## src/rtl/frame_fifo_read_arbiter.sv

```systemverilog
// frame_fifo_read_arbiter
// Frame-atomic, round-robin read scheduler that drains NUM_PORTS FWFT frame
// FIFOs (9-bit words: [7:0] data, [8] end-of-frame) onto one byte stream.
// A granted port keeps the grant until its end-of-frame word is read, so
// frames from different ports are never interleaved.
//
// Optional feature macro: FRAME_ARB_LEN_LIMIT_EN
//   When defined, frames longer than MAX_FRAME_LEN are cut at MAX_FRAME_LEN
//   bytes (last byte flagged OUT_LAST), o_len_err pulses, and the rest of the
//   frame is read and discarded in the DRAIN state.
//
// Output handshake: a word moves downstream on every rising i_clk edge where
// o_out_valid and i_out_ready are both 1; while o_out_valid=1 and
// i_out_ready=0 the data/last outputs hold their value.
module frame_fifo_read_arbiter #(
  parameter int NUM_PORTS     = 4,
  parameter int MAX_FRAME_LEN = 1518
) (
  input  logic                   i_clk,
  input  logic                   i_reset_n,
  input  logic [NUM_PORTS-1:0]   i_fifo_empty,
  input  logic [9*NUM_PORTS-1:0] i_fifo_q,
  output logic [NUM_PORTS-1:0]   o_fifo_re,
  output logic [7:0]             o_out_data,
  output logic                   o_out_last,
  output logic                   o_out_valid,
  input  logic                   i_out_ready,
  output logic [NUM_PORTS-1:0]   o_grant,
  output logic                   o_len_err,
  output logic [1:0]             o_dbg_state
);

  localparam int PTR_W = $clog2(NUM_PORTS);

  // Reject out-of-range configurations at elaboration time.
  if (NUM_PORTS < 2 || NUM_PORTS > 8 || MAX_FRAME_LEN < 2 || MAX_FRAME_LEN > 2047) begin : g_param_check
    $error("frame_fifo_read_arbiter: parameter out of range");
  end

`ifdef FRAME_ARB_LEN_LIMIT_EN
  typedef enum logic [1:0] {S_IDLE = 2'd0, S_XFER = 2'd1, S_DRAIN = 2'd2} state_t;
`else
  typedef enum logic [1:0] {S_IDLE = 2'd0, S_XFER = 2'd1} state_t;
`endif

  state_t               r_state;
  logic [PTR_W-1:0]     r_rr_ptr;
  logic [NUM_PORTS-1:0] r_grant;
  logic [PTR_W-1:0]     r_gidx;
  logic [7:0]           r_out_data;
  logic                 r_out_last;
  logic                 r_out_valid;
`ifdef FRAME_ARB_LEN_LIMIT_EN
  logic [10:0]          r_cnt;
  logic                 r_len_err;
  logic                 w_drain_rd;
`endif

  logic [8:0]           w_head;
  logic                 w_g_empty;
  logic                 w_out_free;
  logic                 w_xfer_rd;
  logic                 w_rd;
  logic                 w_trunc;
  logic [PTR_W-1:0]     w_next_ptr;
  logic [PTR_W:0]       w_cand;
  logic                 w_sel_valid;
  logic [PTR_W-1:0]     w_sel_idx;
  logic [NUM_PORTS-1:0] w_sel_onehot;

  // Head word of the granted FIFO (grant is one-hot, so OR-ing is a mux).
  always_comb begin
    w_head = '0;
    for (int i = 0; i < NUM_PORTS; i++) begin
      if (r_grant[i]) w_head = w_head | i_fifo_q[9*i +: 9];
    end
  end

  assign w_g_empty  = |(r_grant & i_fifo_empty);
  assign w_out_free = !r_out_valid || i_out_ready;
  assign w_xfer_rd  = (r_state == S_XFER) && !w_g_empty && w_out_free;

`ifdef FRAME_ARB_LEN_LIMIT_EN
  // DRAIN discards words, so it reads regardless of downstream readiness.
  assign w_drain_rd = (r_state == S_DRAIN) && !w_g_empty;
  assign w_rd       = w_xfer_rd || w_drain_rd;
  // The MAX_FRAME_LEN-th byte without EOF becomes a forced end of frame.
  assign w_trunc    = (r_cnt == 11'(MAX_FRAME_LEN - 1)) && !w_head[8];
`else
  assign w_rd       = w_xfer_rd;
  assign w_trunc    = 1'b0;
`endif

  assign o_fifo_re  = w_rd ? r_grant : '0;

  // Round-robin pointer moves to the port after the one just finished.
  assign w_next_ptr = (r_gidx == PTR_W'(NUM_PORTS - 1)) ? '0 : r_gidx + PTR_W'(1);

  // First non-empty port searching upward from r_rr_ptr with wrap-around.
  always_comb begin
    w_sel_valid = 1'b0;
    w_sel_idx   = '0;
    w_cand      = '0;
    for (int k = 0; k < NUM_PORTS; k++) begin
      w_cand = {1'b0, r_rr_ptr} + (PTR_W+1)'(k);
      if (w_cand >= (PTR_W+1)'(NUM_PORTS)) w_cand = w_cand - (PTR_W+1)'(NUM_PORTS);
      if (!w_sel_valid && !i_fifo_empty[w_cand[PTR_W-1:0]]) begin
        w_sel_valid = 1'b1;
        w_sel_idx   = w_cand[PTR_W-1:0];
      end
    end
  end

  assign w_sel_onehot = NUM_PORTS'(1) << w_sel_idx;

  // Arbitration FSM, output register and frame byte counter.
  always_ff @(posedge i_clk or negedge i_reset_n) begin
    if (!i_reset_n) begin
      r_state     <= S_IDLE;
      r_rr_ptr    <= '0;
      r_grant     <= '0;
      r_gidx      <= '0;
      r_out_data  <= '0;
      r_out_last  <= 1'b0;
      r_out_valid <= 1'b0;
`ifdef FRAME_ARB_LEN_LIMIT_EN
      r_cnt       <= '0;
      r_len_err   <= 1'b0;
`endif
    end else begin
`ifdef FRAME_ARB_LEN_LIMIT_EN
      r_len_err <= 1'b0;
`endif
      if (w_xfer_rd) begin
        r_out_data  <= w_head[7:0];
        r_out_last  <= w_head[8] | w_trunc;
        r_out_valid <= 1'b1;
      end else if (i_out_ready) begin
        r_out_valid <= 1'b0;
      end

      case (r_state)
        S_IDLE: begin
          if (w_sel_valid) begin
            r_grant <= w_sel_onehot;
            r_gidx  <= w_sel_idx;
            r_state <= S_XFER;
`ifdef FRAME_ARB_LEN_LIMIT_EN
            r_cnt   <= '0;
`endif
          end
        end
        S_XFER: begin
          if (w_xfer_rd) begin
`ifdef FRAME_ARB_LEN_LIMIT_EN
            if (r_cnt != 11'(MAX_FRAME_LEN)) r_cnt <= r_cnt + 11'd1;
`endif
            if (w_head[8]) begin
              r_state  <= S_IDLE;
              r_grant  <= '0;
              r_rr_ptr <= w_next_ptr;
            end
`ifdef FRAME_ARB_LEN_LIMIT_EN
            else if (w_trunc) begin
              r_state   <= S_DRAIN;
              r_len_err <= 1'b1;
            end
`endif
          end
        end
`ifdef FRAME_ARB_LEN_LIMIT_EN
        S_DRAIN: begin
          if (w_drain_rd && w_head[8]) begin
            r_state  <= S_IDLE;
            r_grant  <= '0;
            r_rr_ptr <= w_next_ptr;
          end
        end
`endif
        default: r_state <= S_IDLE;
      endcase
    end
  end

  assign o_out_data  = r_out_data;
  assign o_out_last  = r_out_last;
  assign o_out_valid = r_out_valid;
  assign o_grant     = r_grant;
  assign o_dbg_state = r_state;
`ifdef FRAME_ARB_LEN_LIMIT_EN
  assign o_len_err   = r_len_err;
`else
  assign o_len_err   = 1'b0;
`endif

endmodule

```

## config.mk

```make
export PLATFORM = sky130hd
export DESIGN_NAME = frame_fifo_read_arbiter
export DESIGN_NICKNAME = d
export VERILOG_FILES = /design/src/rtl/frame_fifo_read_arbiter.sv
export SDC_FILE = /design/constraint.sdc
export NUM_CORES = 1
export LEC_CHECK = 0
export ABC_CLOCK_PERIOD_IN_PS = 1600
export CAP_MARGIN = 20
export CORE_ASPECT_RATIO = 2
export CORE_UTILIZATION = 30
export CTS_CLUSTER_SIZE = 12
export DETAILED_ROUTE_END_ITERATION = 10
export PLACE_DENSITY = 0.7
export RECOVER_POWER = 50
export SLEW_MARGIN = 15
export SYNTH_ARGS = -nofsm -noshare
export SYNTH_HDL_FRONTEND = slang
export SYNTH_SLANG_ARGS = --single-unit
export TNS_END_PERCENT = 50
```

## constraint.sdc

```tcl
create_clock -name i_clk -period 1.6 [get_ports i_clk]
set_input_delay 0.32 -clock i_clk [delete_from_list [all_inputs] [get_ports i_clk]]
set_output_delay 0.32 -clock i_clk [all_outputs]
set_load 0.01 [all_outputs]
```

==> flow_summary.ini, run 1 <==
[outcome]
status = complete, but fails checks
violations = DRC, setup timing

[worst_setup_path]
path_max_fanout = 5
cp-startpoint = o_grant[2]
startpoint_type = flip-flop
rr_startpoint = o_grant[2]
crit_arrival_ps = 1570
worstSetupPathType = flip-flop to primary output
endpoint_kind = primary output
required_ps = 1280

[logic_synthesis]
ys_ff_latch = 19
yosysWarnings = 0
netlist_area_um2 = 1057
synth_cell_types = 31
synth_area_per_cell_um2 = 9.700
synth.yosys.seq_area_share_pct = 44.97
syn_inst = 109

[sta]
worst_clock_skew_ps = 3.879
slew_viol_final = 0
layout_min_cycle_time_ps = 1892
min_period_over_period_pct = 118.2
setup_viol = 11
timing.setup.tns_ps = -2398
fmax_mhz = 528.6
relSlewSlack_pct = 30.33
hold_viol_final = 0
tightest_slew_ps = 1045
rsz0062_at_grt = yes
setup_ws_ps = -291.8

[clock_tree]
cts_tree = done
clk_path_buf_depth = 2
htree_levels = 1
clkSinkCount = 19
clk_latency_ps = 250
cts-root-buf = clkbuf_8
postCtsHoldBufs = 0
path_clk_slew_ps = 70
cts_buffers = 3

[final_layout]
diodes = 0
nets = 235
syn_to_final_growth_pct = 82.37
drive_gt1_share_pct = 23.16
fin_cells = 222
layout_commonest_cell = clkdlybuf4s50_1
final_core_util_pct = 57.07
mostFrequentLayoutCells = clkdlybuf4s50_1, dfrtp_1, buf_4
num-fill-cells = 302

[die]
dieHeight_um = 85.96
ioPinCount = 64
die_x_um = 43.98
rows = 30
core_um2 = 3378
dieArea_um2 = 3780
initial_utilization_pct = 31.30

[routing]
wl_um = 3329
drt-vias-per-instance = 5.374
wl_per_cell_um = 15.00
first_pass_iters = 7
drc_errors = 2
antenna_left = 0
vias = 1193
drt_iter0_markers = 25

[hold_path]
hold_class = flip-flop to flip-flop
hp-start = o_out_data[1]

[global_route]
grt_max_degree = 20
grt_overflow = 0
antenna_found_initial = 0
grt_pass1_vias = 1247
grt_usage_pct = 19.61
grt_pass1_wl_um = 5582

[placement]
hpwlAfterDp_um = 2738
routabilityCongestion = 0.9227
io_buffer_count = 61
place_inst = 212

[pwr]
ir_worst_vdd_uv = 1121
leakagePower_nw = 0.8701
power_mw = 3.150
p_per_area_nw_per_um2 = 1634

[flow_run]
drv_cap = 0
registers in the layout (all words and copies together), names as in the netlist:
register     flops
r_rr_ptr         2
o_out_data       8
o_grant          4
o_dbg_state      1
o_out_valid      1
o_out_last       1
r_gidx           2
metrics by stage:
stage          setup slack (ps)  area, um2  hold WS [ps]
2_1_floorplan            -21.17       1081         24.41
3_3_place_gp             -810.6       1812         463.2
3_5_place_dp             -806.6       1812         475.5
4_1_cts                  -282.2       1878         407.8
5_1_grt                  -411.5       1928         526.1
6_report                 -291.8       1928         488.1
cell type report:
type	instances	area, um2	share of cell area [%]
repair buffers	84	769.5	39.91
flip-flops and latches	19	475.5	24.66
inverters	5	18.77	0.9734
clock buffers	3	41.29	2.141
clock inverters	1	5.005	0.2596
multi-input cells	78	578.1	29.98
well taps	32	40.04	2.077
final timing paths:
path	slack, ps	endpoint	depth (start not counted)
max in group asynchronous	200	o_grant[1]	2
hold / removal	490	o_out_data[1]	2
hold reg to reg	490	o_out_data[1]	2
setup / recovery	-290	o_fifo_re[3]	5
setup reg to reg	-270	o_grant[2]	6
min in group asynchronous	770	o_out_data[1]	2
power by group:
group / leakage, nW / internal, mW / switching (mW)
Combinational: 0.607 / 1.07 / 0.906
Sequential: 0.237 / 0.697 / 0.149
Clock: 0.0255 / 0.173 / 0.155
Total: 0.870 / 1.94 / 1.21
kinds of logic (layout without fill, tap and decap cells):
kind of cell    count (synthesis)  in the layout  share of synthesized area [%]
flops                          19             19                          44.97
buf+inv                        13             93                          5.325
other cells                     1              2                         0.3547
compound gates                 42             42                          31.36
fa+ha+maj                       1              1                          1.183
mux                             3              3                          3.077
simple gates                   30             30                          13.73
cell usage after synthesis:
cell type	number	area share, %
dfrtp_1	19	45
nand2_1	17	6.0
a22o_1	10	8.3
o21ai_0	10	4.7
a221oi_1	8	6.6
clkbuf_1	6	2.1
nor2_1	6	2.1
inv_1	5	1.8
a222oi_1	2	1.9
a22oi_1	2	1.4
buf_4	2	1.4
mux2_2	2	2.1
o2bb2ai_1	2	1.7
a21boi_0	1	0.71
a32o_1	1	0.95
a41o_1	1	0.95
a41oi_1	1	0.83
and3b_1	1	0.83
conb_1	1	0.35
ha_1	1	1.2
mux2i_1	1	0.95
nand2b_1	1	0.59
nand3_1	1	0.47
nand3b_4	1	1.9
nand4_1	1	0.59
nor2b_1	1	0.59
o21a_1	1	0.71
o21bai_1	1	0.71
o221a_2	1	1.1
o221ai_1	1	0.83
or2_2	1	0.59
critical path, cell delays in order (launching register included):
cell      delay [ps]
dfrtp_1          390
a222oi_1         370
nand4_1          190
buf_6            180
nor2_2            60
buf_2            120
per-layer routing:
layer	wire, um	track usage (%)	vias to the layer above	share of wire, %
li1	-	-	574	-
met1	1142	19.81	549	34
met2	1880	37.99	64	56
met3	247	3.368	6	7.4
met4	57	6.612	0	1.7
met5	0	0	-	0
repair_timing:
item	CTS	global route
buffers inserted	4	3
gates cloned	0	0
pin swaps	2	2
setup endpoints to repair	26	21
gates resized for setup	31	12
Power figures use the tool's default switching activity.
==> inputs of run 2 (changes only) <==
- CORE_UTILIZATION: 30 -> 33
- PLACE_DENSITY: 0.7 -> 0.75
==> flow_summary.ini, run 2 (synthesized netlist as in run 1, its figures left out) <==
[placement]
place_inst = 211
hpwlAfterDp_um = 2687
routabilityCongestion = 0.7294
io_buffer_count = 61

[sta]
worst_clock_skew_ps = 5.657
rsz0062_at_grt = yes
fmax_mhz = 540.0
layout_min_cycle_time_ps = 1852
slew_viol_final = 0
hold_viol_final = 0
relSlewSlack_pct = 33.41
holdWs_ps = 478.4
timing.setup.tns_ps = -1632
setup_ws_ps = -251.7
tightest_slew_ps = 998.8
setup_viol = 8
min_period_over_period_pct = 115.7

[routing]
wl_per_cell_um = 14.89
drc_errors = 0
vias = 1189
drt_iter0_markers = 12
wl_um = 3202
antenna_left = 0
drt-vias-per-instance = 5.530
first_pass_iters = 4

[worst_setup_path]
required_ps = 1280
crit_arrival_ps = 1530
path_max_fanout = 5
worstSetupPathType = flip-flop to primary output
endpoint_kind = primary output
startpoint_type = flip-flop
ff2ff_path_depth = 6

[outcome]
violations = setup timing
status = complete, but fails checks

[final_layout]
fin_cells = 215
diodes = 0
syn_to_final_growth_pct = 73.96
nets = 230
mostFrequentLayoutCells = clkdlybuf4s50_1, dfrtp_1, nand2_1
layout_commonest_cell = clkdlybuf4s50_1
multi_input_area_um2 = 546.8
num-fill-cells = 260
seq_area_um2 = 475.5
largest_reg_flops = 8
drive_gt1_share_pct = 18.92

[clock_tree]
clkSinkCount = 19
htree_levels = 1
path_clk_slew_ps = 70
clk_latency_ps = 260
clk_path_buf_depth = 2
cts_buffers = 3
cts_tree = done
cts-root-buf = clkbuf_8

[die]
dieArea_um2 = 3448
dieHeight_um = 82.05
initial_utilization_pct = 35.09
ioPinCount = 64
core_um2 = 3013
rows = 28
die_x_um = 42.03

[hold_path]
hold_class = flip-flop to flip-flop
whs_path_depth = 2

[global_route]
grt_overflow = 0
grt_pass1_vias = 1259
grt_max_degree = 20
antenna_found_initial = 0
grt_usage_pct = 20.25
grt_pass1_wl_um = 5326

[pwr]
ir_worst_vdd_uv = 1140
leakagePower_nw = 0.8297
p_per_area_nw_per_um2 = 1588
power_mw = 2.921

[flow_run]
drv_cap = 0
==> run 2: cell count changes in the layout (fill, tap and decap cells not counted), moves of 2 or more <==
| cell | change |
|---|---|
| nor2_4 | -2 |
| buf_6 | -4 |
| o21ai_1 | -2 |
| buf_2 | +2 |
| buf_4 | -3 |
| o21ai_0 | +2 |
| nor2_2 | +2 |
==> run 2: critical path, cell delays in order (launching register included) <==
cell	delay, ps
dfrtp_1	380
a222oi_1	360
nand4_1	150
buf_6	170
nor2_2	90
buf_2	120
==> run 2: routing by layer <==
layer / vias to the layer above / part of all wire, % / global-route usage [%]
li1: 561 / - / -
met1: 573 / 34 / 18.53
met2: 50 / 58 / 41.25
met3: 5 / 6.0 / 3.077
met4: 0 / 1.8 / 10.31
met5: - / 0 / 0
==> run 2: area by class of cell <==
class,instances,area share [%]
sequential,19,25.85
tap,30,2.041
inverter,5,1.020
multi-input combinational,78,29.73
timing repair buffer,79,38.91
clock buffer,4,2.449
==> run 2: worst paths after layout <==
kind | end | start | slack [ps]
max | o_fifo_re[0] | o_grant[1] | -250
min | o_out_data[7] | o_out_data[7] | 480
max reg2reg | o_grant[0] | o_grant[1] | -190
min reg2reg | o_out_data[7] | o_out_data[7] | 480
max in group asynchronous | r_rr_ptr[1] | i_reset_n | 240
min in group asynchronous | o_out_valid | i_reset_n | 740
==> run 2: report_power, final <==
part | switching [mW] | leakage, nW | internal (mW)
logic | 0.815 | 0.570 | 0.935
clock network | 0.152 | 0.0228 | 0.177
registers | 0.144 | 0.237 | 0.697
==> run 2: stage by stage <==
| step | setup WS (ps) | util, % | cell area [um2] |
|---|---|---|---|
| after detailed placement | -809.3 | 60.30 | 1817 |
| after global placement | -786.3 | 60.30 | 1817 |
| after CTS | -282.0 | 61.17 | 1843 |
| final | -251.7 | 61.05 | 1839 |
| after global routing | -342.5 | 61.05 | 1839 |
| after floorplan | -21.17 | - | 1081 |
==> run 2: what timing repair did <==
action | 4_1_cts | 5_1_grt
pin swaps | 2 | 4
cloned | 0 | 0
gates resized for setup | 28 | 1
buffers inserted | 0 | 0
hold buffers | 0 | 0
endpoints found under the setup margin | 26 | 21
